### config.mk
export PLATFORM = sky130hd
export DESIGN_NAME = m_stage_merge
export DESIGN_NICKNAME = d
export VERILOG_FILES = /design/src/rtl/m_stage_merge.sv
export SDC_FILE = /design/constraint.sdc
export NUM_CORES = 1
export LEC_CHECK = 0
export CORE_ASPECT_RATIO = 0.8
export CORE_MARGIN = 4
export CORE_UTILIZATION = 43
export CTS_BUF_LIST = sky130_fd_sc_hd__clkbuf_8
export CTS_CLUSTER_DIAMETER = 30
export DETAILED_ROUTE_END_ITERATION = 8
export PLACE_DENSITY = 0.81
export SETUP_SLACK_MARGIN = 0.1
export SYNTH_ARGS = -nofsm -noshare
export SYNTH_HDL_FRONTEND = slang
export SYNTH_SLANG_ARGS = --single-unit
### constraint.sdc
create_clock -name CP -period 2 [get_ports CP]
set_input_delay 0.2 -clock CP [delete_from_list [all_inputs] [get_ports CP]]
set_output_delay 0.2 -clock CP [all_outputs]
set_load 0.005 [all_outputs]
### src/rtl/m_stage_merge.sv
// m_stage_merge: two-input round-robin merge in front of the branch stage.
// Port a carries ring-return traffic, port b carries external injection.
// Each input and the output use a four-phase Send/Ack handshake:
//   a sender raises Send with stable data, the receiver raises Ack,
//   the sender drops Send, and then the receiver drops Ack.
// Packets are forwarded bit-for-bit through a single output register.
// Handshake outputs and Busy are registered alongside the FSM state.
module m_stage_merge #(
  parameter int PACKET_W = 38,
  parameter int CNT_W    = 16
) (
  input  logic                CP,
  input  logic                MR_n,
  input  logic                Send_in_a,
  input  logic [PACKET_W-1:0] PACKET_IN_a,
  output logic                Ack_out_a,
  input  logic                Send_in_b,
  input  logic [PACKET_W-1:0] PACKET_IN_b,
  output logic                Ack_out_b,
  output logic                Send_out,
  output logic [PACKET_W-1:0] PACKET_OUT,
  input  logic                Ack_in,
  output logic                Busy,
  output logic [CNT_W-1:0]    Cnt_a,
  output logic [CNT_W-1:0]    Cnt_b
);

  typedef enum logic [1:0] {O_IDLE, O_SEND, O_RTZ} o_state_t;
  typedef enum logic {I_IDLE, I_ACK} i_state_t;

  o_state_t o_state;
  i_state_t a_state;
  i_state_t b_state;
  logic     last_b;   // 1: port b won the most recent tie

  logic req_a;
  logic req_b;
  logic grant_a;
  logic grant_b;

  // A port requests only from I_IDLE so a held Send is never captured twice;
  // grants are issued only while the output register is empty.
  always_comb begin
    req_a   = Send_in_a && (a_state == I_IDLE);
    req_b   = Send_in_b && (b_state == I_IDLE);
    grant_a = (o_state == O_IDLE) && req_a && (!req_b || last_b);
    grant_b = (o_state == O_IDLE) && req_b && (!req_a || !last_b);
  end

  // Output FSM, output register, arbitration pointer, input FSMs and counters.
  always_ff @(posedge CP) begin
    if (!MR_n) begin
      o_state    <= O_IDLE;
      a_state    <= I_IDLE;
      b_state    <= I_IDLE;
      last_b     <= 1'b1;
      PACKET_OUT <= '0;
      Send_out   <= 1'b0;
      Busy       <= 1'b0;
      Ack_out_a  <= 1'b0;
      Ack_out_b  <= 1'b0;
      Cnt_a      <= '0;
      Cnt_b      <= '0;
    end else begin
      case (o_state)
        O_IDLE: begin
          if (grant_a || grant_b) begin
            o_state    <= O_SEND;
            Send_out   <= 1'b1;
            Busy       <= 1'b1;
            PACKET_OUT <= grant_a ? PACKET_IN_a : PACKET_IN_b;
          end
        end
        O_SEND: begin
          if (Ack_in) begin
            o_state  <= O_RTZ;
            Send_out <= 1'b0;
          end
        end
        O_RTZ: begin
          if (!Ack_in) begin
            o_state <= O_IDLE;
            Busy    <= 1'b0;
          end
        end
        default: begin
          o_state  <= O_IDLE;
          Send_out <= 1'b0;
          Busy     <= 1'b0;
        end
      endcase

      // The pointer only moves when both ports compete.
      if (req_a && req_b && (grant_a || grant_b)) begin
        last_b <= grant_b;
      end

      case (a_state)
        I_IDLE: begin
          if (grant_a) begin
            a_state   <= I_ACK;
            Ack_out_a <= 1'b1;
            Cnt_a     <= Cnt_a + CNT_W'(1);
          end
        end
        default: begin
          if (!Send_in_a) begin
            a_state   <= I_IDLE;
            Ack_out_a <= 1'b0;
          end
        end
      endcase

      case (b_state)
        I_IDLE: begin
          if (grant_b) begin
            b_state   <= I_ACK;
            Ack_out_b <= 1'b1;
            Cnt_b     <= Cnt_b + CNT_W'(1);
          end
        end
        default: begin
          if (!Send_in_b) begin
            b_state   <= I_IDLE;
            Ack_out_b <= 1'b0;
          end
        end
      endcase
    end
  end

endmodule

==> impl_metrics.csv, run 1 <==
group,metric,value,unit
clocking,cts_tree,"built",
finish,syn_to_final_growth,57.95,%
power_and_ir_drop,p_comb_share,24.5,%
power_and_ir_drop,power_density,788.4,nW/um^2
die,dieArea,9519,sq um
synth,ys_warn_count,0,
power_and_ir_drop,swShare,25.81,%
setup_path,path_cells,"or4b_4 -> nor2_2 -> buf_12 -> nand2_1 -> a31oi_1",
sta,fin_crit,1.837,ns
global_route,overflow,0,
sta,min_period_over_period,91.86,%
outcome,status,"finished clean",
sta,fmax,0.5443,GHz
clocking,clkTransAtPathRegs,0.08,ns
clocking,clockRootBuffer,"clkbuf_8",
global_route,track_usage,21.93,%
setup_path,critPathMaxStageDelay,0.63,ns
clocking,ctsHoldBuffers,0,
clocking,htreeDepth,3,
sta,fin_skew,0.01324,ns
clocking,cts_setup_buffers,0,
synth,yosys_most_used_dff,"dfxtp_1",
power_and_ir_drop,p_sw,1107,uW
clocking,clk_latency,0.35,ns
routing,antenna_left,0,
place,gp_congestion,0.8607,
synth,synth_cell_types,36,
setup_path,worst-path-buf-inv,1,
synth,synthTopCellsByArea,"dfxtp_1 (46%), nand2_1 (11%), o21ai_0 (7.0%)",
sta,slew_headroom,52.96,%
worst_hold_path,hp-class,"input pin to register",
synth,synthCells,427,
finish,multi_input_area,1713,sq um
clocking,cts_buffer_depth,2,
setup_path,crit_start,"o_state[1]",
synth,synth_area_per_cell,8.070,sq um
sta,fin_hold_ws,0.4086,ns
sta,tightest_slew,0.7040,ns
setup_path,cp_slowest_cell,"or4b_4",
setup_path,start_kind,"register",
routing,viasPerCell,5.279,
finish,final_layout_size_suffix_gt1_share,7.167,%
global_route,grt_pass1_wl,16570,um
finish,final_area,5443,sq um
global_route,grt_max_degree,48,
synth,yosysTopAreaCellShare,45.90,%
global_route,antenna_found_initial,0,
finish,seq_area,1582,sq um
setup_path,reg2reg_to,"PACKET_OUT[1]",
finish,nNetsFinal,666,
flow_run,drv_cap,0,
power_and_ir_drop,p_int,3184,uW
setup_path,critical_path.endpoint,"PACKET_OUT[1]",
clocking,cts_made_buffers,9,
synth,syn_area,3446,sq um
finish,antenna_cells,0,
die,start_util,45.33,%
die,die_w,108.1,um
setup_path,r2r_start,"o_state[1]",
synth,ys_async_sr_fraction,0,%
setup_path,critical_path_required,2.26,ns
setup_path,crit_path_end_kind,"register",
place,io_buffers,154,
sta,setup_viol_count_final,0,
power_and_ir_drop,seqPwrFrac,42.7,%
synth,synth_edf_count,0,
routing,drt-total-wl,10210,um
sta,rsz0062_at_grt,"yes",
die,rows,28,
power_and_ir_drop,p_leak,0.001980,uW
routing,drcViolationCount,0,
die,die_h,88.07,um
setup_path,path_class,"register to register",
die,ios,155,
setup_path,cpLargestDelayFamily,"simple AND/OR/NAND/NOR gates",
routing,first_pass_iters,4,
sta,drv_slew,0,
sta,hold_violations,0,
finish,fillers,593,
synth,ys_ff_latch,79,
synth,yosysSeqAreaShare,45.90,%
die,coreArea,7602,sq um
synth,synth_nets,510,
clocking,clock-sinks,79,
power_and_ir_drop,ir_worst_vdd,0.4485,mV
setup_path,reg2reg_slack,0.16,ns
setup_path,cp.depth,5,
global_route,grt_pass1_vias,3528,
place,placed_cell_area,5204,sq um
routing,wire_per_inst,14.78,um
setup_path,reg2regPathDepth,5,
routing,drt_iter0_drc,171,
power_and_ir_drop,clkPwrFrac,32.9,%
place,hpwl,7414,um
synth,synth_area_leader_cell,"dfxtp_1",
routing,vias,3648,
setup_path,crit_arrival,2.10,ns
setup_path,path_max_fanout,40,
-- flip-flops by register name (all words and copies together) (netlist names) --
register / flops
PACKET_OUT: 38
Cnt_a: 16
Cnt_b: 16
o_state: 2
Ack_out_a: 1
Ack_out_b: 1
Busy: 1
Send_out: 1
a_state: 1
b_state: 1
last_b: 1
-- cells by family after synthesis --
logic type | after synthesis | synth area share [%]
multiplexers | 2 | 0.5810
flip-flops | 79 | 45.90
AND/OR/NAND/NOR | 173 | 24.87
AO/OA/AOI/OAI | 121 | 19.97
adder cells (fa/ha/maj) | 2 | 0.7261
buffers and inverters | 37 | 4.648
XOR/XNOR | 13 | 3.304
-- worst register-to-register path: stages (launching register included) --
cell and delay [ns]:
dfxtp_1 0.42, or4b_4 0.63, nor2_2 0.20, buf_12 0.22, nand2_1 0.10, a31oi_1 0.19
-- area by class of cell --
class | count | area share [%]
clock buffers | 10 | 2.529
repair buffers | 174 | 32.23
flip-flops and latches | 79 | 29.06
multi-input cells | 311 | 31.47
inverters | 8 | 0.5517
well taps | 105 | 2.414
clock inverters | 4 | 1.747
-- cell usage after synthesis, drive strengths merged, types with 2 or more instances --
master	number
a21oi	22
a31oi	38
and3	6
and4	2
buf	15
clkbuf	14
dfxtp	79
ha	2
inv	7
mux2i	2
nand2	97
nand2b	3
nand3	11
nand4	6
nor2	17
nor3	2
nor4	6
nor4b	2
o21a	2
o21ai	48
o31a	2
o31ai	8
or3	6
or4	10
xnor2	7
xor2	6
-- timing repair --
| action | in CTS | in global routing |
|---|---|---|
| cloned | 0 | 0 |
| gates resized for setup | 1 | 1 |
| setup endpoints to repair | 3 | 7 |
| pin swaps | 0 | 1 |
-- placed cells by master (no fill, tap or decap), types with 7 or more instances in the layout --
| cell | count |
|---|---|
| a21oi_1 | 22 |
| a31oi_1 | 38 |
| buf_4 | 15 |
| clkbuf_8 | 10 |
| clkdlybuf4s50_1 | 154 |
| dfxtp_1 | 79 |
| inv_1 | 7 |
| nand2_1 | 96 |
| nand3_1 | 10 |
| nor2_1 | 16 |
| o21ai_0 | 48 |
| o31ai_1 | 8 |
| or4_1 | 10 |
| xnor2_1 | 7 |
-- how the worst min path moves through the flow --
stage,start,end,slack [ns],cells past startpoint
final,PACKET_IN_a[13],PACKET_OUT[13],0.41,3
after global routing,PACKET_IN_b[10],PACKET_OUT[10],0.39,3
after CTS,PACKET_IN_b[13],PACKET_OUT[13],0.38,3
after detailed placement,Ack_out_b,Ack_out_b,0.47,2
after global placement,Ack_out_b,Ack_out_b,0.46,2
after floorplan,Ack_in,o_state[1],0.33,2
-- power groups by stage --
stage / combinational [uW] / clock, uW / sequential (uW)
floorplan: 410 / 0 / 1870
global placement: 1040 / 0 / 1860
detailed placement: 1050 / 0 / 1860
CTS: 1060 / 1440 / 1830
global route: 1150 / 1510 / 1850
finish: 1050 / 1410 / 1830
-- stage by stage --
| step | TNS, ns | setup WS [ns] | instances | util (%) | total power (uW) |
|---|---|---|---|---|---|
| finish | 0 | 0.1628 | 691 | 71.59 | 4291 |
| floorplan | 0 | 0.2393 | 427 | - | 2277 |
| CTS | 0 | 0.1411 | 691 | 71.56 | 4335 |
| global route | 0 | 0.08485 | 691 | 71.59 | 4511 |
| detailed placement | -4.515 | -0.1422 | 677 | 68.45 | 2914 |
| global placement | -1.256 | -0.04480 | 677 | 68.45 | 2892 |
-- routing by layer --
layer	vias to the layer above	track usage, %	wire [um]
met3	9	8.548	894
met5	-	0	0
li1	1828	-	-
met1	1685	25.62	4366
met2	126	37.53	4841
met4	0	6.651	109
No activity file was read; power rests on OpenSTA's default activity.
==> run 2, diff against run 1 <==
- CTS_CLUSTER_DIAMETER: 30 -> 40
==> results of run 2 <==
Same layout as run 1: the final DEF is identical, and so are final timing and power.
==> variant, RTL diff (config.mk and constraints of run 1) <==
Set the parameter `PACKET_W` to 19 (it was 38).
--- a/src/rtl/m_stage_merge.sv
+++ b/src/rtl/m_stage_merge.sv
@@ -8,3 +8,3 @@
 module m_stage_merge #(
-  parameter int PACKET_W = 38,
+  parameter int PACKET_W = 19,
   parameter int CNT_W    = 16
Ports: changed (resized PACKET_IN_a, PACKET_IN_b and PACKET_OUT); port bits go from 155 to 98. No check against the original RTL was run, so the function may have changed too.
==> variant against run 1 <==
  * Hold slack better by 12 ps
  * Wire length decreased by 26%
  * Synthesized area decreased by 24%
  * Setup slack got worse by 140 ps
  * Final area decreased by 24%
  * Global-route usage decreased by 1.7 points
  * Sequential cell count decreased by 19
  * Total power decreased by 26%
  * Clock skew decreased by 6.1 ps
  * Critical endpoint is now Cnt_b[15]
  * Largest cell class is now multi-input combinational cells
==> variant: results (changes against run 1) <==
Worst-margin pin slew -> 512 ps (was 704 ps)
Post-synthesis instance total -> 325 (was 427)
PortBufs -> 97 (was 154)
Reg with most FFs -> PACKET_OUT (unchanged)
Root Driver -> clkbuf_8 (unchanged)
CP peak stage delay -> 540 ps (was 630 ps)
First-pass GRT wire length -> 11800 um (was 16600 um)
Complex-gate fraction of the synthesized area -> 16.2% (was 20.0%)
Top cells by area, synth -> dfxtp_1 46%, nand2_1 8.5%, o21ai_0 5.0% (was dfxtp_1 46%, nand2_1 11%, o21ai_0 7.0%)
Filler Cells Inserted -> 461 (was 593)
Global placer's final weighted congestion -> 0.827 (was 0.861)
Crit path max-delay family -> simple AND/OR/NAND/NOR gates (unchanged)
Seq/Total Area, Yosys -> 45.9% (about the same)
Setup Skew -> 7.09 ps (was 13.2 ps)
Distinct cell type count after synthesis -> 34 (was 36)
GRT Total Usage -> 20.2% (was 21.9%)
Worst-Skew Late Latency -> 340 ps
Dpl cells -> 506 (was 677)
Share of cells above drive strength 1 -> 14.6% (was 7.17%)
Largest net degree at the start of global routing -> 39 (was 48)
Synth Area in Adders -> 0.956% (was 0.726%)
Post-synthesis xor/xnor area fraction -> 5.69% (was 3.30%)
Synth top cells by count -> 60 x dfxtp_1, 59 x nand2_1, 26 x o21ai_0, 22 x a21oi_1, 20 x nor2_1 (was 97 x nand2_1, 79 x dfxtp_1, 48 x o21ai_0, 38 x a31oi_1, 22 x a21oi_1)
Total CTS buffers -> 9 (unchanged)
# diodes -> 0 (unchanged)
Outcome -> complete, no violations (unchanged)
DPL Wire Length -> 5450 um (was 7410 um)
Routed WL -> 7580 um (was 10200 um)
Wirelength per Cell -> 14.4 um (was 14.8 um)
Peak VDD IR -> 0.481 mV (was 0.448 mV)
DRT iter0 DRCs -> 105 (was 171)
Mux cell area share after synthesis -> 0.382% (was 0.581%)
Lkg Pwr -> 1.50 nW (was 1.98 nW)
CP max FO -> 6 (was 40)
Antenna violations before repair -> 0 (unchanged)
CP max stage cell -> or4b_4 (unchanged)
Critical path data arrival time -> 2250 ps (was 2100 ps)
Nets -> 486 (was 666)
Number of H-tree levels -> 3 (unchanged)
First-pass detailed-route iteration total -> 4 (unchanged)
Yosys Warn Count -> 0 (unchanged)
Worst hold path depth -> 3 (unchanged)
Worst-case clock buffer depth -> 2 (unchanged)
Vias per std cell -> 5.28 (about the same)
Regs by FF count -> PACKET_OUT x19, Cnt_a x16, Cnt_b x16 (was PACKET_OUT x38, Cnt_a x16, Cnt_b x16)
Ys async rst share -> 0% (unchanged)
Max reg flops -> 19 (was 38)
Clk slew on worst S/H paths -> 70 ps
Post-Place Setup Slack -> -325 ps (was -142 ps)
Min-delay worst type -> in -> reg (unchanged)
Vias in the first global route -> 2541 (was 3528)
R2r worst-path depth -> 4 (was 5)
Net Count, Synth -> 370 (was 510)
variant: changes by cell type after synthesis, moves of 7 or more:
| cell | before | now |
|---|---|---|
| o21ai_1 | 0 | 7 |
| buf_2 | 14 | 4 |
| a31oi_1 | 38 | 19 |
| nand2_1 | 97 | 59 |
| o21ai_0 | 48 | 26 |
| dfxtp_1 | 79 | 60 |
variant: final timing paths:
path                                startpoint             to  slack, ps
worst max-delay path                o_state[0]      Cnt_b[15]         30
worst max register to register      o_state[0]      Cnt_b[15]         30
worst min register to register       Ack_out_a      Ack_out_a        480
worst min-delay path            PACKET_IN_b[4]  PACKET_OUT[4]        420
variant: worst reg2reg max path: stages, from the launching register on:
cell and delay (ps):
dfxtp_4 360, or4b_4 540, or4_4 540, or3_1 340
a21oi_2 130
variant: routing by layer:
layer / wire [um] / GRT usage, %
met4: 112 / 7.64
met5: 0 / 0
met3: 525 / 7.95
met1: 3210 / 22.9
met2: 3730 / 34.0
variant: area by class of cell:
class / count / area (um^2) / area share [%]
inverter: 7 / 26.3 / 0.631
tap: 81 / 101 / 2.44
clock inverter: 6 / 80.1 / 1.92
clock buffer: 10 / 138 / 3.31
multi-input combinational: 236 / 1380 / 33.2
timing repair buffer: 127 / 1230 / 29.5
sequential: 60 / 1210 / 29.0
variant: metrics by stage:
stage / utilization (%) / cell area (um^2)
global placement: 64.6 / 3820
detailed placement: 64.6 / 3820
CTS: 68.8 / 4070
floorplan: - / 2650
finish: 70.4 / 4160
global route: 70.4 / 4160
variant: power by group:
| part | switching (mW) | internal [mW] |
|---|---|---|
| Clock | 0.462 | 0.724 |
| Combinational | 0.286 | 0.371 |
| Sequential | 0.0608 | 1.29 |
variant: timing repair:
item / CTS / global route
gates resized for setup: 5 / 16
buffers inserted: 2 / 3
endpoints found under the setup margin: 14 / 41
pin swaps: 2 / 3
